[src/rtl/wb_pkg.sv]
// wb_pkg: shared types and width constants for the register-file writeback unit.
//   wb_state_e : starvation FSM states (NORMAL, DRAIN)
//   wb_entry_t : one buffered load response {rd, data} at the default widths
package wb_pkg;

  localparam int WB_DATA_W = 32;
  localparam int WB_ADDR_W = 5;

  typedef enum logic {
    NORMAL = 1'b0,
    DRAIN  = 1'b1
  } wb_state_e;

  typedef struct packed {
    logic [WB_ADDR_W-1:0] rd;
    logic [WB_DATA_W-1:0] data;
  } wb_entry_t;

endpackage

[src/rtl/wb_load_fifo.sv]
// wb_load_fifo: synchronous FIFO buffering load responses for the writeback port.
//   clk, rst        : clock, synchronous active-high reset (empties the FIFO)
//   i_push, i_data  : write one entry (ignored when full)
//   i_pop           : drop the head entry (ignored when empty)
//   o_full, o_empty : occupancy flags, registered state only
//   o_head          : oldest entry, valid while !o_empty
// DEPTH must be a power of two so the pointers wrap by natural overflow.
module wb_load_fifo #(
  parameter int WIDTH = 37,
  parameter int DEPTH = 2
) (
  input  logic             clk,
  input  logic             rst,
  input  logic             i_push,
  input  logic [WIDTH-1:0] i_data,
  input  logic             i_pop,
  output logic             o_full,
  output logic             o_empty,
  output logic [WIDTH-1:0] o_head
);

  localparam int AW = (DEPTH > 1) ? $clog2(DEPTH) : 1;

  logic [WIDTH-1:0] r_mem [DEPTH];
  logic [AW-1:0]    r_wr_ptr;
  logic [AW-1:0]    r_rd_ptr;
  logic [AW:0]      r_count;
  logic             w_push;
  logic             w_pop;

  assign o_full  = (r_count == (AW+1)'(DEPTH));
  assign o_empty = (r_count == '0);
  assign o_head  = r_mem[r_rd_ptr];
  assign w_push  = i_push && !o_full;
  assign w_pop   = i_pop && !o_empty;

  // Storage carries no reset; only pointers and count define validity.
  always_ff @(posedge clk) begin
    if (w_push) r_mem[r_wr_ptr] <= i_data;
  end

  always_ff @(posedge clk) begin
    if (rst) begin
      r_wr_ptr <= '0;
      r_rd_ptr <= '0;
      r_count  <= '0;
    end else begin
      if (w_push) r_wr_ptr <= r_wr_ptr + 1'b1;
      if (w_pop)  r_rd_ptr <= r_rd_ptr + 1'b1;
      case ({w_push, w_pop})
        2'b10:   r_count <= r_count + 1'b1;
        2'b01:   r_count <= r_count - 1'b1;
        default: r_count <= r_count;
      endcase
    end
  end

endmodule

[src/rtl/writeback_unit.sv]
// writeback_unit: merges ALU results and buffered load responses onto the single
// register-file write port, and tracks outstanding loads for decode hazard stalls.
//   clk, rst                          : clock, synchronous active-high reset
//   alu_valid/alu_ready/alu_rd/alu_data : ALU result handshake
//   mem_valid/mem_ready/mem_rd/mem_data : load response handshake (into FIFO)
//   issue_load, issue_rd              : decode issued a load to issue_rd
//   en, rd, write_data                : registered register-file write port
//   pending                           : bit i set while a load to xi is outstanding
//
// Starvation FSM
//   state  | meaning
//   NORMAL | ALU has priority; counts consecutive ALU wins over a waiting load
//   DRAIN  | ALU stalled for one cycle so the FIFO head is written
module writeback_unit
  import wb_pkg::*;
#(
  parameter int DATA_WIDTH   = WB_DATA_W,
  parameter int ADDR_WIDTH   = WB_ADDR_W,
  parameter int FIFO_DEPTH   = 2,
  parameter int STARVE_LIMIT = 3
) (
  input  logic                     clk,
  input  logic                     rst,
  input  logic                     alu_valid,
  output logic                     alu_ready,
  input  logic [ADDR_WIDTH-1:0]    alu_rd,
  input  logic [DATA_WIDTH-1:0]    alu_data,
  input  logic                     mem_valid,
  output logic                     mem_ready,
  input  logic [ADDR_WIDTH-1:0]    mem_rd,
  input  logic [DATA_WIDTH-1:0]    mem_data,
  input  logic                     issue_load,
  input  logic [ADDR_WIDTH-1:0]    issue_rd,
  output logic                     en,
  output logic [ADDR_WIDTH-1:0]    rd,
  output logic [DATA_WIDTH-1:0]    write_data,
  output logic [2**ADDR_WIDTH-1:0] pending
);

  localparam int NREG = 2 ** ADDR_WIDTH;
  localparam int CW   = $clog2(STARVE_LIMIT + 1);
  localparam logic [CW-1:0] LIMIT_M1 = CW'(STARVE_LIMIT - 1);

  // Entry layout follows the instance widths rather than the package defaults.
  typedef struct packed {
    logic [ADDR_WIDTH-1:0] rd;
    logic [DATA_WIDTH-1:0] data;
  } entry_t;

  wb_state_e           r_state;
  logic [CW-1:0]       r_starve_cnt;
  logic                r_en;
  logic [ADDR_WIDTH-1:0] r_rd;
  logic [DATA_WIDTH-1:0] r_wdata;
  logic [NREG-1:0]     r_pending;

  logic                w_full;
  logic                w_empty;
  entry_t              w_head;
  entry_t              w_push_entry;
  logic                w_alu_claim;
  logic                w_push;
  logic                w_pop;
  logic [NREG-1:0]     w_pend_next;

  assign alu_ready    = !rst && (r_state == NORMAL);
  assign mem_ready    = !rst && !w_full;
  assign w_alu_claim  = alu_valid && alu_ready && (alu_rd != '0);
  assign w_push       = mem_valid && mem_ready;
  // DRAIN forces alu_ready low, so the head always pops there.
  assign w_pop        = !w_empty && !w_alu_claim && !rst;
  assign w_push_entry = '{rd: mem_rd, data: mem_data};

  assign en         = r_en;
  assign rd         = r_rd;
  assign write_data = r_wdata;
  assign pending    = r_pending;

  wb_load_fifo #(
    .WIDTH (ADDR_WIDTH + DATA_WIDTH),
    .DEPTH (FIFO_DEPTH)
  ) u_load_fifo (
    .clk     (clk),
    .rst     (rst),
    .i_push  (w_push),
    .i_data  (w_push_entry),
    .i_pop   (w_pop),
    .o_full  (w_full),
    .o_empty (w_empty),
    .o_head  (w_head)
  );

  // Clear before set so an issue on the popping register keeps it pending.
  always_comb begin
    w_pend_next = r_pending;
    if (w_pop) w_pend_next[w_head.rd] = 1'b0;
    if (issue_load) w_pend_next[issue_rd] = 1'b1;
    w_pend_next[0] = 1'b0;
  end

  always_ff @(posedge clk) begin
    if (rst) begin
      r_state      <= NORMAL;
      r_starve_cnt <= '0;
      r_en         <= 1'b0;
      r_rd         <= '0;
      r_wdata      <= '0;
      r_pending    <= '0;
    end else begin
      r_pending <= w_pend_next;

      r_en <= 1'b0;
      if (w_alu_claim) begin
        r_en    <= 1'b1;
        r_rd    <= alu_rd;
        r_wdata <= alu_data;
      end else if (w_pop && (w_head.rd != '0)) begin
        r_en    <= 1'b1;
        r_rd    <= w_head.rd;
        r_wdata <= w_head.data;
      end

      case (r_state)
        NORMAL: begin
          // A claim with a waiting load cannot pop, so the FIFO stays non-empty.
          if (w_alu_claim && !w_empty) begin
            r_starve_cnt <= r_starve_cnt + 1'b1;
            if (r_starve_cnt == LIMIT_M1) r_state <= DRAIN;
          end else begin
            r_starve_cnt <= '0;
          end
        end
        DRAIN: begin
          r_state      <= NORMAL;
          r_starve_cnt <= '0;
        end
        default: begin
          r_state      <= NORMAL;
          r_starve_cnt <= '0;
        end
      endcase
    end
  end

endmodule

[config.mk]
export PLATFORM = sky130hd
export DESIGN_NAME = writeback_unit
export DESIGN_NICKNAME = d
export VERILOG_FILES = /design/src/rtl/wb_pkg.sv /design/src/rtl/wb_load_fifo.sv /design/src/rtl/writeback_unit.sv
export SDC_FILE = /design/constraint.sdc
export NUM_CORES = 1
export LEC_CHECK = 0
export ABC_AREA = 1
export CELL_PAD_IN_SITES_DETAIL_PLACEMENT = 1
export CELL_PAD_IN_SITES_GLOBAL_PLACEMENT = 1
export CORE_MARGIN = 2
export CORE_UTILIZATION = 33
export CTS_BUF_LIST = sky130_fd_sc_hd__clkbuf_16
export DETAILED_ROUTE_END_ITERATION = 10
export MAX_ROUTING_LAYER = met4
export PLACE_DENSITY_LB_ADDON = 0.1
export SLEW_MARGIN = 20
export SYNTH_ARGS = -nofsm -noshare
export SYNTH_HDL_FRONTEND = slang
export SYNTH_SLANG_ARGS = --single-unit
[constraint.sdc]
create_clock -name clk -period 3 [get_ports clk]
set_input_delay 0.6 -clock clk [delete_from_list [all_inputs] [get_ports clk]]
set_output_delay 0.6 -clock clk [all_outputs]
set_load 0.02 [all_outputs]
# Yosys cells after proc, flatten, opt, wreduce, memory -nomap -nowiden
# Memory sizes are Yosys's and may differ from the RTL's. A register that Yosys moved wholly into a read port is not among the register bits.
# Cells that the tools add are included.
# classes
n_addsub	5
order_cmp	4
n_eq_ne	4
muxes	22
bitwise	4
n_reduce_logical	22
# ops
cell	n
$mux W32	4
$and A32 B32 Y32	1
$not A32 Y32	1
$or A32 B32 Y32	1
$logic_and A1 B1 Y1	13
$lt A5 B6 Y1 const B	2
$demux W1 S5	2
$ge A5 B1 Y1 const B	2
$mux W1	10
$mux W5	2
$reduce_bool A5 Y1	2
$pmux W2 S2	2
$eq A2 B2 Y1 const B	3
$add A2 B1 Y2 const B	2
$logic_not A1 Y1	4
$reduce_bool A2 Y1	2
$add A1 B1 Y1 const B	2
$eq A2 B1 Y1 const B	1
$logic_not A2 Y1	1
$mux W2	1
$pmux W1 S2	1
$sub A2 B1 Y2 const B	1
$not A1 Y1	1
# totals
register_bits	77
ramBits	74
input_bits	84
out_inout_bits	72
wordCells	72
memories	1
# mem_list
name	words	word_bits	rd	rd_clocked_by_memory_dff	wr	line	source
u_load_fifo.r_mem	2	37	1	1	1	wb_load_fifo.sv:24	logic [WIDTH-1:0] r_mem [DEPTH];

# Depth between registers and ports, before layout
# Gate-level depths: netlist of the first run.
# logic_depth
ltp_word	10
depth_mapped	11
mapped_depth_nobuf	9

# By module
# Synthesis of the first run repeated with hierarchy kept, for this count alone.
# unflattened
cells_unflattened	733
area_unflattened_um2	6785.3
# modules_own_cells
mod	instances	cells_each	area_each_um2	seq_area_each_um2
writeback_unit	1	578	3717.3	1441.4
wb_load_fifo	1	155	3067.9	2322.2

# Worst setup path after synthesis of the first run
# No wires, ideal clock.
# synth_path
path_kind	in2reg
from	input port rst
to	memory u_load_fifo.r_mem[0][0], enable pin
setup_time_ns	0.431
t_arrival_ns	2.912
required_ns	2.569
setup_slack_ns	-0.344
path_stages	4
n_path_buf	1
path_cell_list	buf_6 -> a21oi_1 -> nand2_1 -> nor2_1
# synth_via
elab_chain_len	6
# synth_rtl
item	line	source
start: declaration	writeback_unit.sv:23	input logic rst,
$logic_not A1 Y1	writeback_unit.sv:67	assign mem_ready = !rst && !w_full;
$logic_and A1 B1 Y1	writeback_unit.sv:67	
net mem_ready	writeback_unit.sv:29	output logic mem_ready,
$logic_and A1 B1 Y1	writeback_unit.sv:69	assign w_push = mem_valid && mem_ready;
$logic_and A1 B1 Y1	wb_load_fifo.sv:34	assign w_push = i_push && !o_full;
$mux W1	wb_load_fifo.sv:39	if (w_push) r_mem[r_wr_ptr] <= i_data;
$mux W1 (implied by the code)	wb_load_fifo.sv:39	
end: declaration	wb_load_fifo.sv:24	
# The timed path passes the listed nets, and every way through them passes these cells.

# Final worst setup path of the first run
# layout_path
from	input port rst
to	output port mem_ready
# layout_via
elab_chain_len	2
# layout_rtl
item	line
$logic_not A1 Y1	writeback_unit.sv:67
$logic_and A1 B1 Y1	writeback_unit.sv:67
end: declaration	writeback_unit.sv:29
# Every way passes these cells.

==> results.cfg, run 1 <==
[clocking]
tritoncts = done
clk_latency_ns = 0.42
htree_levels = 4
clk_path_buf_depth = 2
post-cts-setup-buffers = 0
cts_hold_buffers = 0
cts_resized = 0
cts-root-buf = clkbuf_16
cts_sinks = 151
cts_buffers = 17
path_clk_slew_ns = 0.06

[synthesis]
syn_avg_cell_area_sq_um = 8.08
syn_inst = 831
ys_seq_elements = 151
syn-num-nets = 917
yosysWarnings = 0
synthDistinctLibCells = 25
ys_seq_area_frac = 0.561
netlist_area_sq_mm = 0.00671

[routing]
vias = 5740
postRouteAntennaNets = 0
drt-total-wl_um = 18800
first_iter_violations = 282
via_per_inst = 4.56
drc = 0
wl_per_cell_um = 14.9
drtPass1Iterations = 4

[worst_setup_path]
worstSetupStartpointType = input port
worstPathCellList = clkdlybuf4s50_1 > a21oi_1 > clkdlybuf4s50_1
worstSetupEndpointType = primary output
cp.required_ns = 2.40
path_class = input port to primary output
worstRegToRegCells = 10
path_max_fanout = 5
slowest_stage = clkdlybuf4s50_1
r2r_slack_ns = 0.73
crit_arrival_ns = 1.99
cp_common_cell = clkdlybuf4s50_1
cpPeakStageDelay_ns = 0.64

[power]
p_comb_frac = 0.199
power_switching_share = 0.283
pwr-share-clk = 0.392
switchingPower_mw = 1.65
leakage_nw = 3.72
internal_power_mw = 4.18
p_total_mw = 5.82
p_per_area_mw_per_mm2 = 637
pwr-share-seq = 0.409
ir_worst_vdd_mv = 0.388

[global_routing]
grt_pass1_vias = 5789
grt_overflow_total = 0
grt_max_degree = 76
grt_pass1_wl_um = 30100
antenna_found_initial = 0
grtUsageTotal = 0.183

[min_path]
whs_path_depth = 1
hold_class = flip-flop to flip-flop

[floorplanning]
start_util = 0.334
die_x_um = 147
num_rows = 52
core_area_sq_mm = 0.0201
die_area_sq_mm = 0.0215
io_pins = 156
die_y_um = 147

[flow_run]
drv_cap = 0

[timing]
finalCritPeriodShare = 0.864
skew_ns = 0.00854
tightest_slew_ns = 0.633
slew_viol_final = 0
slew_headroom = 0.576
rsz0062_at_grt = no
fin_tns_setup_ns = 0
hold_violations = 0
min_period_ns = 2.59
finalSetupViolations = 0
timing.fmax_mhz = 386

[outcome]
status = finished, final reports clean

[final_layout]
antenna-diode-count = 0
nNetsFinal = 1062
fillers = 2361
syn_to_final_growth_pct = 36.1
drive_gt1_frac = 0.0728

[placement]
dp_hpwl_um = 12600
gp_congestion = 0.769
port_buffers = 154
[synth_stat cells]
library cell	number	area share
nor2_1	71	0.040
inv_1	56	0.031
a21oi_2	10	0.013
clkbuf_1	19	0.011
buf_2	7	0.0052
buf_1	1	0.00056
conb_1	1	0.00056
ha_1	2	0.0037
edfxtp_1	74	0.33
dfxtp_1	77	0.23
clkbuf_2	1	0.00074
nor3_1	9	0.0067
nand2_2	6	0.0056
nor3_4	1	0.0024
nand3_2	1	0.0015
buf_12	1	0.0030
a21oi_1	65	0.048
o21ai_0	16	0.012
buf_6	8	0.013
nand2_1	347	0.19
inv_2	5	0.0028
nand3_1	45	0.034
nor2_4	2	0.0034
buf_4	5	0.0056
xor2_1	1	0.0013
[cell usage in the layout (no fill, tap or decap), types with 5 or more instances in the layout]
cell type        Yosys  final
nand2_1            347    347
clkdlybuf4s50_1      0    154
dfxtp_1             77     76
edfxtp_1            74     74
nor2_1              71     69
a21oi_1             65     65
inv_1               56     58
nand3_1             45     45
clkbuf_16            0     17
o21ai_0             16     16
a21oi_2             10     10
buf_4                5     10
nor3_1               9      9
inv_2                5      5
nand2_2              6      5
[power by group through the flow]
| stage | Clock (mW) | Combinational [mW] | Sequential, mW |
|---|---|---|---|
| after floorplan | 0 | 0.621 | 2.51 |
| after global placement | 0 | 1.16 | 2.43 |
| after detailed placement | 0 | 1.17 | 2.43 |
| after CTS | 2.34 | 1.18 | 2.38 |
| after global routing | 2.43 | 1.30 | 2.40 |
| final | 2.28 | 1.16 | 2.38 |
[per-stage QoR]
stage | setup slack (ns) | std cells | hold slack (ns) | cell area (sq um) | utilization
after floorplan | -0.344 | 831 | 0.393 | 6710 | -
after global placement | 0.446 | 1227 | 0.406 | 8500 | 0.423
after detailed placement | 0.399 | 1227 | 0.408 | 8500 | 0.423
after CTS | 0.398 | 1259 | 0.415 | 9130 | 0.454
after global routing | 0.366 | 1259 | 0.431 | 9130 | 0.454
final | 0.409 | 1259 | 0.412 | 9130 | 0.454
[sequential cells by signal, summed over array words and instances (netlist names), named ones only]
register and cells:
u_load_fifo.r_rd_ptr 1, r_state 1, pending 31, en 1, write_data 32, r_starve_cnt 2, u_load_fifo.r_mem 74, u_load_fifo.r_wr_ptr 1
rd 5, u_load_fifo.r_count 2
[layer usage]
metal | track usage | share of wire | vias up
met3 | 0.0319 | 0.033 | 23
met1 | 0.228 | 0.47 | 2675
met2 | 0.307 | 0.49 | 113
li1 | - | - | 2929
met5 | - | 0 | -
met4 | 0.0500 | 0.011 | 0
[cell families (layout without fill, tap and decap cells)]
family / Yosys count / in the layout / share of synthesized area
and+or+nand+nor: 482 / 482 / 0.287
DFF: 151 / 151 / 0.561
buffers and inverters: 103 / 261 / 0.0733
adders and majority gates: 2 / 2 / 0.00373
other: 1 / 1 / 0.000559
AOI/OAI and AO/OA: 91 / 91 / 0.0735
xor gates and xnor gates: 1 / 1 / 0.00131
[path summary, 6_finish.rpt]
| path | startpoint | end |
|---|---|---|
| setup reg to reg | flip-flop | rd[3] |
| hold reg to reg | r_starve_cnt[0] | r_starve_cnt[0] |
| hold / removal | r_starve_cnt[0] | r_starve_cnt[0] |
| setup / recovery | rst | mem_ready |
[area by class of cell]
class,count,area (sq um),area share
clock inverters,15,204,0.0223
well taps,270,338,0.0370
clock buffers,17,425,0.0466
inverters,61,229,0.0251
repair buffers,168,1700,0.186
multi-input cells,577,2480,0.271
flip-flops and latches,151,3760,0.412
[critical path: cells and delay by family]
family	cells	cell delay, ns
compound gates	1	0.23
buf+inv	2	1.16
Power figures use the tool's default switching activity.
==> inputs of run 2 (changes only) <==
- CORE_MARGIN: 2 -> unset
- SKIP_CTS_REPAIR_TIMING: unset -> 1
==> run 2 against run 1 <==
Compared with the run above: sequential power is essentially flat; clock-buffer cell count unchanged; non-clock buffer count rose by 2; final area hardly changed; sequential share of layout area about the same; routed wire length increased by 0.39%; critical endpoint unchanged; largest cell class unchanged.
==> results.cfg, run 2 (same netlist as run 1, synthesis figures left out) <==
[outcome]
status = finished, final reports clean

[timing]
skew_ns = 0.0193
postLayoutSetupSlackWorst_ns = 0.404
slew_viol_final = 0
rsz0062_at_grt = no
min_period_ns = 2.60
timing.fmax_mhz = 385
hold_violations = 0
fin_tns_setup_ns = 0
tightest_slew_ns = 0.761
finalSetupViolations = 0
slew_headroom = 0.491
finalCritPeriodShare = 0.865

[final_layout]
largest_register_ffs = 74
nNetsFinal = 1064
final_common_cell = nand2_1
register_area_sq_mm = 0.00376
drive_gt1_frac = 0.0747
multi_input_area_sq_mm = 0.00248
regMostFlops = u_load_fifo.r_mem
final_cell_mix = 347 x nand2_1, 154 x clkdlybuf4s50_1, 76 x dfxtp_1
fillers = 2357
syn_to_final_growth_pct = 36.1
fin_cells = 1257

[floorplanning]
die_x_um = 145
die_area_sq_mm = 0.0209
die_y_um = 145
num_rows = 51
io_pins = 156
core_area_sq_mm = 0.0197
start_util = 0.340

[flow_run]
drv_cap = 0

[power]
p_total_mw = 5.82
ir_worst_vdd_mv = 0.422
p_per_area_mw_per_mm2 = 637
leakage_nw = 3.71

[routing]
drt-total-wl_um = 18900
drtPass1Iterations = 4
postRouteAntennaNets = 0
drc = 0
vias = 5711
wl_per_cell_um = 15.0
first_iter_violations = 218
via_per_inst = 4.54

[placement]
dpl.cell_count = 1224
port_buffers = 154
post-place-ws_ns = 0.402
dp_hpwl_um = 12800
gp_congestion = 0.748

[worst_setup_path]
cp.required_ns = 2.40
worstSetupEndpointType = primary output
path_class = input port to primary output
path_max_fanout = 5
crit_arrival_ns = 2.00
worstSetupStartpointType = input port

[global_routing]
grt_overflow_total = 0
grt_pass1_vias = 5684
grt_pass1_wl_um = 29600
grt_max_degree = 66
grtUsageTotal = 0.195
antenna_found_initial = 1

[clocking]
cts_sinks = 151
cts-root-buf = clkbuf_16
tritoncts = done
clk_latency_ns = 0.43
clk_path_buf_depth = 2
cts_buffers = 17
path_clk_slew_ns = 0.06
htree_levels = 4

[min_path]
hold_class = flip-flop to flip-flop
[run 2: layout make-up]
type	count	share of cell area
tap	265	0.0363
clock inverter	15	0.0223
inverter	61	0.0251
timing repair buffer	170	0.186
antenna	1	0.000274
sequential	151	0.412
multi-input combinational	577	0.271
clock buffer	17	0.0466
[run 2: stage by stage]
step           cell area (sq um)  hold WS, ns   util
2_1_floorplan               6710        0.393      -
3_3_place_gp                8500        0.402  0.431
3_5_place_dp                8500        0.408  0.431
4_1_cts                     9130        0.445  0.463
5_1_grt                     9130        0.459  0.463
6_report                    9130        0.434  0.463
[run 2: routing by layer]
| layer | GRT usage | wire length (um) | vias to the layer above |
|---|---|---|---|
| met1 | 0.239 | 8750 | 2672 |
| li1 | - | - | 2932 |
| met2 | 0.326 | 9340 | 98 |
| met3 | 0.0368 | 644 | 9 |
| met4 | 0.0565 | 129 | 0 |
| met5 | - | 0 | - |
[run 2: worst paths after layout]
| kind | slack, ns | end | startpoint | depth (start not counted) |
|---|---|---|---|---|
| max | 0.40 | mem_ready | rst | 3 |
| min | 0.43 | r_starve_cnt[0] | r_starve_cnt[0] | 1 |
| min reg2reg | 0.43 | r_starve_cnt[0] | r_starve_cnt[0] | 1 |
| max reg2reg | 0.79 | write_data[24] | flip-flop | 10 |
[run 2: power breakdown]
group	internal, mW	total (mW)	switching [mW]
combinational	0.467	1.16	0.690
clock	1.40	2.28	0.886
sequential	2.31	2.38	0.0731
total	4.17	5.82	1.65
[run 2: worst max-delay path, cell delays in order]
cell	delay, ns
clkdlybuf4s50_1	0.53
a21oi_1	0.22
clkdlybuf4s50_1	0.64
==> inputs of run 3 (changes only) <==
- SLEW_MARGIN: 20 -> unset
==> results of run 3 <==
Final layout, timing and power as in run 2 (identical DEF).
